### src/rtl/fnd_scan_decoder.sv
// Receive-side decoder for a scanned, active-low 7-segment bus: debounces each digit dwell,
// converts the segment pattern back to BCD and publishes one complete frame at a time.
module fnd_scan_decoder #(
    parameter int NUM_DIGITS     = 4,
    parameter int STABLE_CYCLES  = 4,
    parameter int SEL_ACTIVE_LOW = 1
) (
    input  logic                    i_clk,
    input  logic                    i_rst_n,
    input  logic [7:0]              i_fndout,
    input  logic [NUM_DIGITS-1:0]   i_digit_sel,
    output logic [4*NUM_DIGITS-1:0] o_bcd,
    output logic [NUM_DIGITS-1:0]   o_dp,
    output logic                    o_valid,
    output logic                    o_err
);
    localparam int CW = $clog2(STABLE_CYCLES + 1);
    localparam logic [CW-1:0] CNT_MAX = CW'(STABLE_CYCLES);
    localparam logic [CW-1:0] CNT_ONE = CW'(1);

    typedef enum logic {S_SETTLE, S_HELD} state_t;

    state_t                  r_state;
    state_t                  w_state_next;
    logic [7:0]              r_seg;
    logic [7:0]              r_prev_seg;
    logic [NUM_DIGITS-1:0]   r_sel;
    logic [NUM_DIGITS-1:0]   r_prev_sel;
    logic [CW-1:0]           r_cnt;
    logic [CW-1:0]           w_cnt_next;
    logic [NUM_DIGITS-1:0]   r_mask;
    logic                    r_frame_err;
    logic                    r_frame_done;
    logic [4*NUM_DIGITS-1:0] r_shadow;
    logic [NUM_DIGITS-1:0]   r_shadow_dp;

    logic [NUM_DIGITS-1:0]   w_sel_act;
    logic                    w_qual;
    logic                    w_same;
    logic                    w_capture;
    logic [6:0]              w_seg_on;
    logic                    w_dp_on;
    logic [3:0]              w_dec_val;
    logic                    w_dec_err;
    logic [NUM_DIGITS-1:0]   w_cap_mask;
    logic [NUM_DIGITS-1:0]   w_mask_base;
    logic [NUM_DIGITS-1:0]   w_mask_next;
    logic                    w_err_next;
    logic                    w_complete;

    assign w_sel_act = (SEL_ACTIVE_LOW != 0) ? ~r_sel : r_sel;
    assign w_qual    = (w_sel_act != '0) && ((w_sel_act & (w_sel_act - 1'b1)) == '0);
    assign w_same    = (r_seg == r_prev_seg) && (r_sel == r_prev_sel);
    assign w_seg_on  = ~r_seg[7:1];
    assign w_dp_on   = ~r_seg[0];

    always_ff @(posedge i_clk or negedge i_rst_n) begin
        if (!i_rst_n) begin
            r_seg      <= '0;
            r_sel      <= '0;
            r_prev_seg <= '0;
            r_prev_sel <= '0;
            r_cnt      <= '0;
            r_state    <= S_SETTLE;
        end else begin
            r_seg      <= i_fndout;
            r_sel      <= i_digit_sel;
            r_prev_seg <= r_seg;
            r_prev_sel <= r_sel;
            r_cnt      <= w_cnt_next;
            r_state    <= w_state_next;
        end
    end

    // A change always restarts the dwell; HELD only suppresses repeat captures of an unchanged sample.
    always_comb begin
        w_state_next = r_state;
        w_cnt_next   = r_cnt;
        w_capture    = 1'b0;
        if (!w_qual) begin
            w_cnt_next   = '0;
            w_state_next = S_SETTLE;
        end else begin
            if (!w_same) begin
                w_cnt_next   = CNT_ONE;
                w_state_next = S_SETTLE;
            end else if (r_cnt != CNT_MAX) begin
                w_cnt_next = r_cnt + CNT_ONE;
            end
            if ((!w_same || r_state == S_SETTLE) && w_cnt_next == CNT_MAX) begin
                w_capture    = 1'b1;
                w_state_next = S_HELD;
            end
        end
    end

    always_comb begin
        w_dec_val = 4'hF;
        w_dec_err = 1'b0;
        case (w_seg_on)
            7'b1111110: w_dec_val = 4'd0;
            7'b0110000: w_dec_val = 4'd1;
            7'b1101101: w_dec_val = 4'd2;
            7'b1111001: w_dec_val = 4'd3;
            7'b0110011: w_dec_val = 4'd4;
            7'b1011011: w_dec_val = 4'd5;
            7'b1011111: w_dec_val = 4'd6;
            7'b1110010: w_dec_val = 4'd7;
            7'b1111111: w_dec_val = 4'd8;
            7'b1111011: w_dec_val = 4'd9;
            default:    w_dec_err = 1'b1;
        endcase
    end

    // The mask of a just-published frame is still set for one cycle; treat it as already cleared.
    assign w_cap_mask  = w_capture ? w_sel_act : '0;
    assign w_mask_base = r_frame_done ? '0 : r_mask;
    assign w_mask_next = w_mask_base | w_cap_mask;
    assign w_err_next  = (r_frame_done ? 1'b0 : r_frame_err) | (w_capture & w_dec_err);
    assign w_complete  = w_capture && ((w_mask_base & w_cap_mask) == '0) && (w_mask_next == '1);

    always_ff @(posedge i_clk or negedge i_rst_n) begin
        if (!i_rst_n) begin
            r_mask       <= '0;
            r_frame_err  <= 1'b0;
            r_frame_done <= 1'b0;
        end else begin
            r_mask       <= w_mask_next;
            r_frame_err  <= w_err_next;
            r_frame_done <= w_complete;
        end
    end

    for (genvar gi = 0; gi < NUM_DIGITS; gi++) begin : g_shadow
        always_ff @(posedge i_clk or negedge i_rst_n) begin
            if (!i_rst_n) begin
                r_shadow[4*gi +: 4] <= 4'h0;
                r_shadow_dp[gi]     <= 1'b0;
            end else if (w_cap_mask[gi]) begin
                r_shadow[4*gi +: 4] <= w_dec_val;
                r_shadow_dp[gi]     <= w_dp_on;
            end
        end
    end

    always_ff @(posedge i_clk or negedge i_rst_n) begin
        if (!i_rst_n) begin
            o_bcd   <= '0;
            o_dp    <= '0;
            o_err   <= 1'b0;
            o_valid <= 1'b0;
        end else begin
            o_valid <= r_frame_done;
            if (r_frame_done) begin
                o_bcd <= r_shadow;
                o_dp  <= r_shadow_dp;
                o_err <= r_frame_err;
            end
        end
    end

endmodule

### config.mk
export PLATFORM = sky130hd
export DESIGN_NAME = fnd_scan_decoder
export DESIGN_NICKNAME = d
export VERILOG_FILES = /design/src/rtl/fnd_scan_decoder.sv
export SDC_FILE = /design/constraint.sdc
export NUM_CORES = 1
export LEC_CHECK = 0
export BUFFER_PORTS_ARGS = -buffer_cell sky130_fd_sc_hd__clkbuf_2
export CAP_MARGIN = 20
export CORE_MARGIN = 4
export CORE_UTILIZATION = 62
export CTS_CLUSTER_DIAMETER = 120
export DETAILED_ROUTE_END_ITERATION = 12
export PLACE_DENSITY_LB_ADDON = 0.25
export REMOVE_ABC_BUFFERS = 1
export SLEW_MARGIN = 20
export SYNTH_ARGS = -nofsm -noshare
export SYNTH_HDL_FRONTEND = slang
export SYNTH_SLANG_ARGS = --single-unit
export TNS_END_PERCENT = 5
### constraint.sdc
create_clock -name i_clk -period 3.2 [get_ports i_clk]
set_input_delay 0.64 -clock i_clk [delete_from_list [all_inputs] [get_ports i_clk]]
set_output_delay 0.64 -clock i_clk [all_outputs]
set_load 0.02 [all_outputs]
* Yosys cells after proc, flatten, opt, wreduce, memory -nomap -nowiden
Index checks and enable logic that the tools add are counted.
** Operators by class
- Add/subtract/negate cells :: 2
- Bitwise operators :: 9
- Eq/ne operators :: 16
- Multiplexer cells :: 14
- Reduce and logical (&&, ||, !) cells :: 11
** Operators by type and width (count)
- $eq A7 B7 Y1 const B :: 8
- $pmux W4 S10 :: 1
- $eq A7 B6 Y1 const B :: 2
- $mux W3 :: 4
- $reduce_or A10 Y1 :: 1
- $and A4 B4 Y4 :: 2
- $eq A8 B8 Y1 :: 1
- $logic_not A4 Y1 :: 2
- $mux W4 :: 2
- $mux W1 :: 7
- $not A7 Y7 :: 1
- $logic_and A1 B1 Y1 :: 5
- $eq A4 B4 Y1 :: 1
- $eq A4 B4 Y1 const B :: 1
- $not A4 Y4 :: 1
- $or A4 B4 Y4 :: 1
- $reduce_bool A4 Y1 :: 1
- $sub A4 B1 Y4 const B :: 1
- $add A3 B1 Y3 const B :: 1
- $eq A3 B3 Y1 const B :: 1
- $ne A3 B2 Y1 const B :: 1
- $ne A3 B3 Y1 const B :: 1
- $not A1 Y1 :: 2
- $and A1 B1 Y1 :: 1
- other kinds (3) :: 3
** Word-level totals
- Output and inout port bits :: 22
- Word-level logic and storage cells :: 73
- Input port bits :: 14
- Register bits after elaboration :: 76

* Longest topological paths before layout
- Word-level depth :: 15
- Depth in mapped cells :: 8
- Depth with buffers taken out :: 7

* Least setup slack after synthesis
OpenSTA, ideal clock, no wires.
- Path kind :: register to register
- Start :: register r_cnt[0]
- End :: register r_shadow[10]
- Data arrival time :: 2.074 ns
- Setup slack :: 1.001 ns
- Required time :: 3.075 ns
- Stages on the path, launching flop included :: 8
- Setup time :: 0.125 ns
- Clock period less this slack :: 2.199 ns
- Path buffers :: 0
- Cell sequence :: dfrtp_1 -> inv_1 -> ha_1 -> nor2b_1 -> mux2i_1 -> nor3_1 -> nor4b_4 -> mux2_2
** On the way
- Longest elaborated chain between the ends :: 9
- Elaborated cells between the ends (all ways) :: 10
- Those cells by class :: 1 x add/sub; 2 x eq/ne; 6 x mux; 1 x reduce/logical
** Ends and longest elaborated chain
- start, declared :: line 29 : logic [CW-1:0] r_cnt;
- start signal, assigned :: line 70 : r_cnt <= w_cnt_next;
- $add A3 B1 Y3 or $ne A3 B3 Y1 (tied branches) :: line 88, 87
- $mux W3 * :: line 87 : end else if (r_cnt != CNT_MAX) begin
- $mux W3 * :: line 84 : if (!w_same) begin
- $mux W3 * :: line 80 : if (!w_qual) begin
- $eq A3 B3 Y1 * :: line 90 : if ((!w_same || r_state == S_SETTLE) && w_cnt_next == CNT_MAX) begin
- $logic_and A1 B1 Y1 * :: line 90
- $mux W1 * :: line 90
- $mux W1 * :: line 80
- $mux W4 * :: line 116 : assign w_cap_mask = w_capture ? w_sel_act : '0;
- end signal, assigned by index :: line 140 : r_shadow[4*gi +: 4] <= w_dec_val;
- end, declared :: line 34 : logic [4*NUM_DIGITS-1:0] r_shadow;
Every way passes the cells marked *; elsewhere a longest branch is shown, timed or not. The select of a mux whose other input is x is not followed.
A chain may end at the register's enable or synchronous reset.

* Worst setup path in the final report
- Start :: register r_cnt[0]
- End :: register r_shadow[3]
Same word-level chain as after synthesis.

==> results.py <==
metrics = {
    "status": {
        "outcome": "completed",
    },
    "route": {
        "wl_per_cell_microns": 16.0,
        "drt-pass1-iter-count": 4,
        "drt-vias-per-instance": 5.68,
        "antenna_left": 0,
        "finalWirelength_microns": 5490,
        "drc": 0,
        "drt_iter0_drc": 83,
        "vias": 1942,
    },
    "worst_hold_path": {
        "min-delay-path-class": "in -> reg",
        "worstHoldPathCells": 1,
        "hp-start": "i_fndout[7]",
        "min_to": "r_seg[7]",
    },
    "synth": {
        "synthesis.area_sq_um": 3140,
        "synth_cells": 238,
        "synth_fa_ha_area_share_pct": 0.796,
        "synth-edff-count": 0,
        "synth_cell_types": 45,
        "muxShareOfSynthArea_pct": 14.8,
        "synthXorXnorAreaFrac_pct": 5.02,
        "yosysTopAreaCellShare_pct": 60.5,
        "synthTopCellsByArea": "dfrtp_1 61%, mux2_2 13%, xor2_1 4.2%, mux2i_1 1.6%, inv_1 1.2%",
        "synthArstFlopShare_pct": 100,
        "ys_seq_elements": 76,
        "yosys_most_used_dff": "dfrtp_1",
        "ys_warn_count": 0,
        "syn_area_per_cell_sq_um": 13.2,
        "yosys.area_share.simple_pct": 10.7,
        "synth_top_family_by_area": "multiplexers",
        "synth_compound_area_share_pct": 5.33,
        "yosys.area.top_type": "dfrtp_1",
        "ys_seq_area_share_pct": 60.5,
    },
    "die": {
        "die_h_microns": 79.2,
        "core_area_sq_um": 4820,
        "start_util_pct": 65.2,
        "die_w_microns": 79.2,
        "die-area_sq_um": 6270,
        "io-pin-count": 36,
        "num_rows": 25,
    },
    "setup_path": {
        "cp_max_fo": 7,
        "reg2regPathDepth": 7,
        "r2r_slack_ns": 0.70,
        "required_ns": 3.42,
        "cp-start-kind": "flip-flop",
        "reg2reg_to": "r_shadow[3]",
        "slowest_stage": "and3_1",
        "critical_path_buf_inv_count": 1,
        "end_kind": "flip-flop",
        "crit_family": "simple AND/OR/NAND/NOR gates",
        "r2r_start": "r_cnt[0]",
        "crit_type": "reg -> reg",
        "cp.arrival_ns": 2.72,
        "cpPeakStageDelay_ns": 0.52,
        "crit_chain": "inv_1 -> ha_1 -> nor2b_1 -> mux2i_1 -> nor3_1 -> and3_1 -> mux2_2",
    },
    "cts": {
        "cts_resized": 0,
        "htree_levels": 3,
        "clockRootBuffer": "clkbuf_8",
        "path_clk_slew_ns": 0.07,
        "clock-sinks": 76,
        "cts_setup_buffers": 0,
        "ctsLongestPathBuffers": 2,
        "cts_tree": "done",
        "hold_buffers": 0,
        "cts_buffers": 9,
        "clkLatencyLatePin_ns": 0.34,
    },
    "finish": {
        "n_antenna_cell": 0,
        "areaGrowthSynthToFinish_pct": 13.5,
        "fin_util_pct": 74.1,
        "drive_gt1_share_pct": 34.2,
        "n_fill_cell": 323,
        "nets": 288,
    },
    "flow_run": {
        "drv_cap": 0,
    },
    "power_and_ir_drop": {
        "power_mw": 1.86,
        "power_density_nw_per_um2": 522,
        "vdd_ir_drop_max_v": 0.000366,
        "p_leak_nw": 1.77,
    },
    "placement": {
        "gp_congestion": 0.737,
        "place_ws_ns": 0.668,
        "hpwlAfterDp_microns": 3650,
        "numPortBuffers": 35,
    },
    "sta": {
        "grt_setup_unrepaired": "false",
        "finalCritPeriodShare_pct": 78.2,
        "setup-tns-final_ns": 0,
        "setup_viol": 0,
        "setup_ws_ns": 0.699,
        "maxSlewViolCount": 0,
        "finalCriticalPeriod_ns": 2.50,
        "skew_ns": 0.0103,
        "worst_pin_slew_ns": 1.01,
        "fmax_mhz": 400,
        "slew_headroom_pct": 32.7,
        "finalHoldViolations": 0,
    },
    "global_routing": {
        "grt_pass1_wl_microns": 9490,
        "grt_max_degree": 77,
        "gr-total-overflow": 0,
        "track_usage_pct": 20.0,
        "grt_pass1_vias": 1921,
        "antenna_found_initial": 0,
    },
}
==> layout by cell type, fill, tap and decap left out, types with 2 or more instances in the layout <==
master | Yosys | routed
a21boi_0 | 3 | 3
a21o_1 | 2 | 2
a21oi_1 | 3 | 3
and3_1 | 2 | 2
bufinv_16 | 0 | 2
clkbuf_2 | 0 | 34
clkbuf_8 | 0 | 10
clkinvlp_4 | 0 | 2
dfrtp_1 | 76 | 76
ha_1 | 2 | 2
inv_1 | 10 | 10
mux2_2 | 37 | 37
mux2i_1 | 5 | 5
nand2_1 | 10 | 10
nand3_1 | 3 | 3
nand3b_1 | 2 | 2
nor2_1 | 7 | 7
nor2b_1 | 2 | 2
nor3_1 | 3 | 3
nor3b_1 | 4 | 4
nor4_1 | 6 | 6
o21ai_0 | 6 | 6
or4_1 | 3 | 3
xnor2_1 | 3 | 3
xor2_1 | 15 | 15
==> stage by stage <==
stage,hold WS [ns],std cells,instance area [sq um]
final,0.403,342,3570
after floorplan,0.344,226,3090
after global routing,0.391,342,3570
after CTS,0.394,342,3570
after global placement,0.471,328,3350
after detailed placement,0.484,328,3350
==> sequential cells by signal, summed over array words and instances (netlist names) <==
signal and flops:
r_cnt 3, r_shadow 16, o_bcd 16, r_sel 4, r_prev_seg 8, r_frame_err 1
r_seg 8, r_frame_done 1, o_valid 1, o_dp 4, r_state 1, r_shadow_dp 4
r_mask 4, r_prev_sel 4, o_err 1
==> worst register-to-register path, delay by kind of cell, from the launching register on <==
family                     cells  cell delay, ns
and+or+nand+nor                3            1.12
muxes                          2            0.47
DFF                            1            0.42
adders and majority gates      1            0.31
buffers and inverters          1            0.07
==> area by class of cell <==
type                       count  area [sq um]  area share [%]
multi-input combinational    140          1150            32.3
timing repair buffer          35           178            4.98
clock inverter                 4          75.1            2.10
clock buffer                  10           138            3.86
inverter                      10          37.5            1.05
tap                           67          83.8            2.35
sequential                    76          1900            53.3
==> worst max path at each step <==
stage	endpoint	slack, ns	from	cells past startpoint
4_1_cts	r_shadow[9]	0.67	r_cnt[0]	7
3_3_place_gp	r_shadow[9]	0.78	r_cnt[0]	7
6_report	r_shadow[3]	0.70	r_cnt[0]	7
2_1_floorplan	r_shadow[10]	1.00	r_cnt[0]	7
5_1_grt	r_shadow[11]	0.48	r_cnt[0]	7
3_5_place_dp	r_shadow[9]	0.67	r_cnt[0]	7
==> cell usage after synthesis (2+ instances only) <==
master,count
mux2i_1,5
nor4_1,6
a21o_1,2
or4_1,3
dfrtp_1,76
xor2_1,15
nand3_1,3
nand3b_1,2
nor3_1,3
nor3b_1,4
ha_1,2
o21ai_0,6
a21boi_0,3
buf_2,4
and3_1,2
inv_1,10
nor2_1,7
xnor2_1,3
a21oi_1,3
nand2_1,10
mux2_2,37
nor2b_1,2
clkbuf_1,8
==> where the power goes <==
group / switching, mW / leakage (nW) / internal [mW]
sequential: 0.0244 / 1.01 / 0.976
combinational: 0.0450 / 0.669 / 0.0308
clock: 0.335 / 0.100 / 0.452
total: 0.404 / 1.77 / 1.46
==> logic make-up after synthesis <==
logic type,count (synthesis)
flip-flops,76
adder cells (fa/ha/maj),2
buffers and inverters,22
XOR/XNOR,18
AO/OA/AOI/OAI,24
AND/OR/NAND/NOR,54
multiplexers,42
==> metal layers <==
| layer | global-route usage [%] | vias to the layer above | wire [microns] |
|---|---|---|---|
| met3 | 3.85 | 13 | 222 |
| met5 | 0 | - | 0 |
| li1 | - | 903 | - |
| met1 | 26.8 | 975 | 2480 |
| met2 | 31.5 | 51 | 2660 |
| met4 | 9.79 | 0 | 125 |
Note: power is estimated with default switching activity, not from simulation.
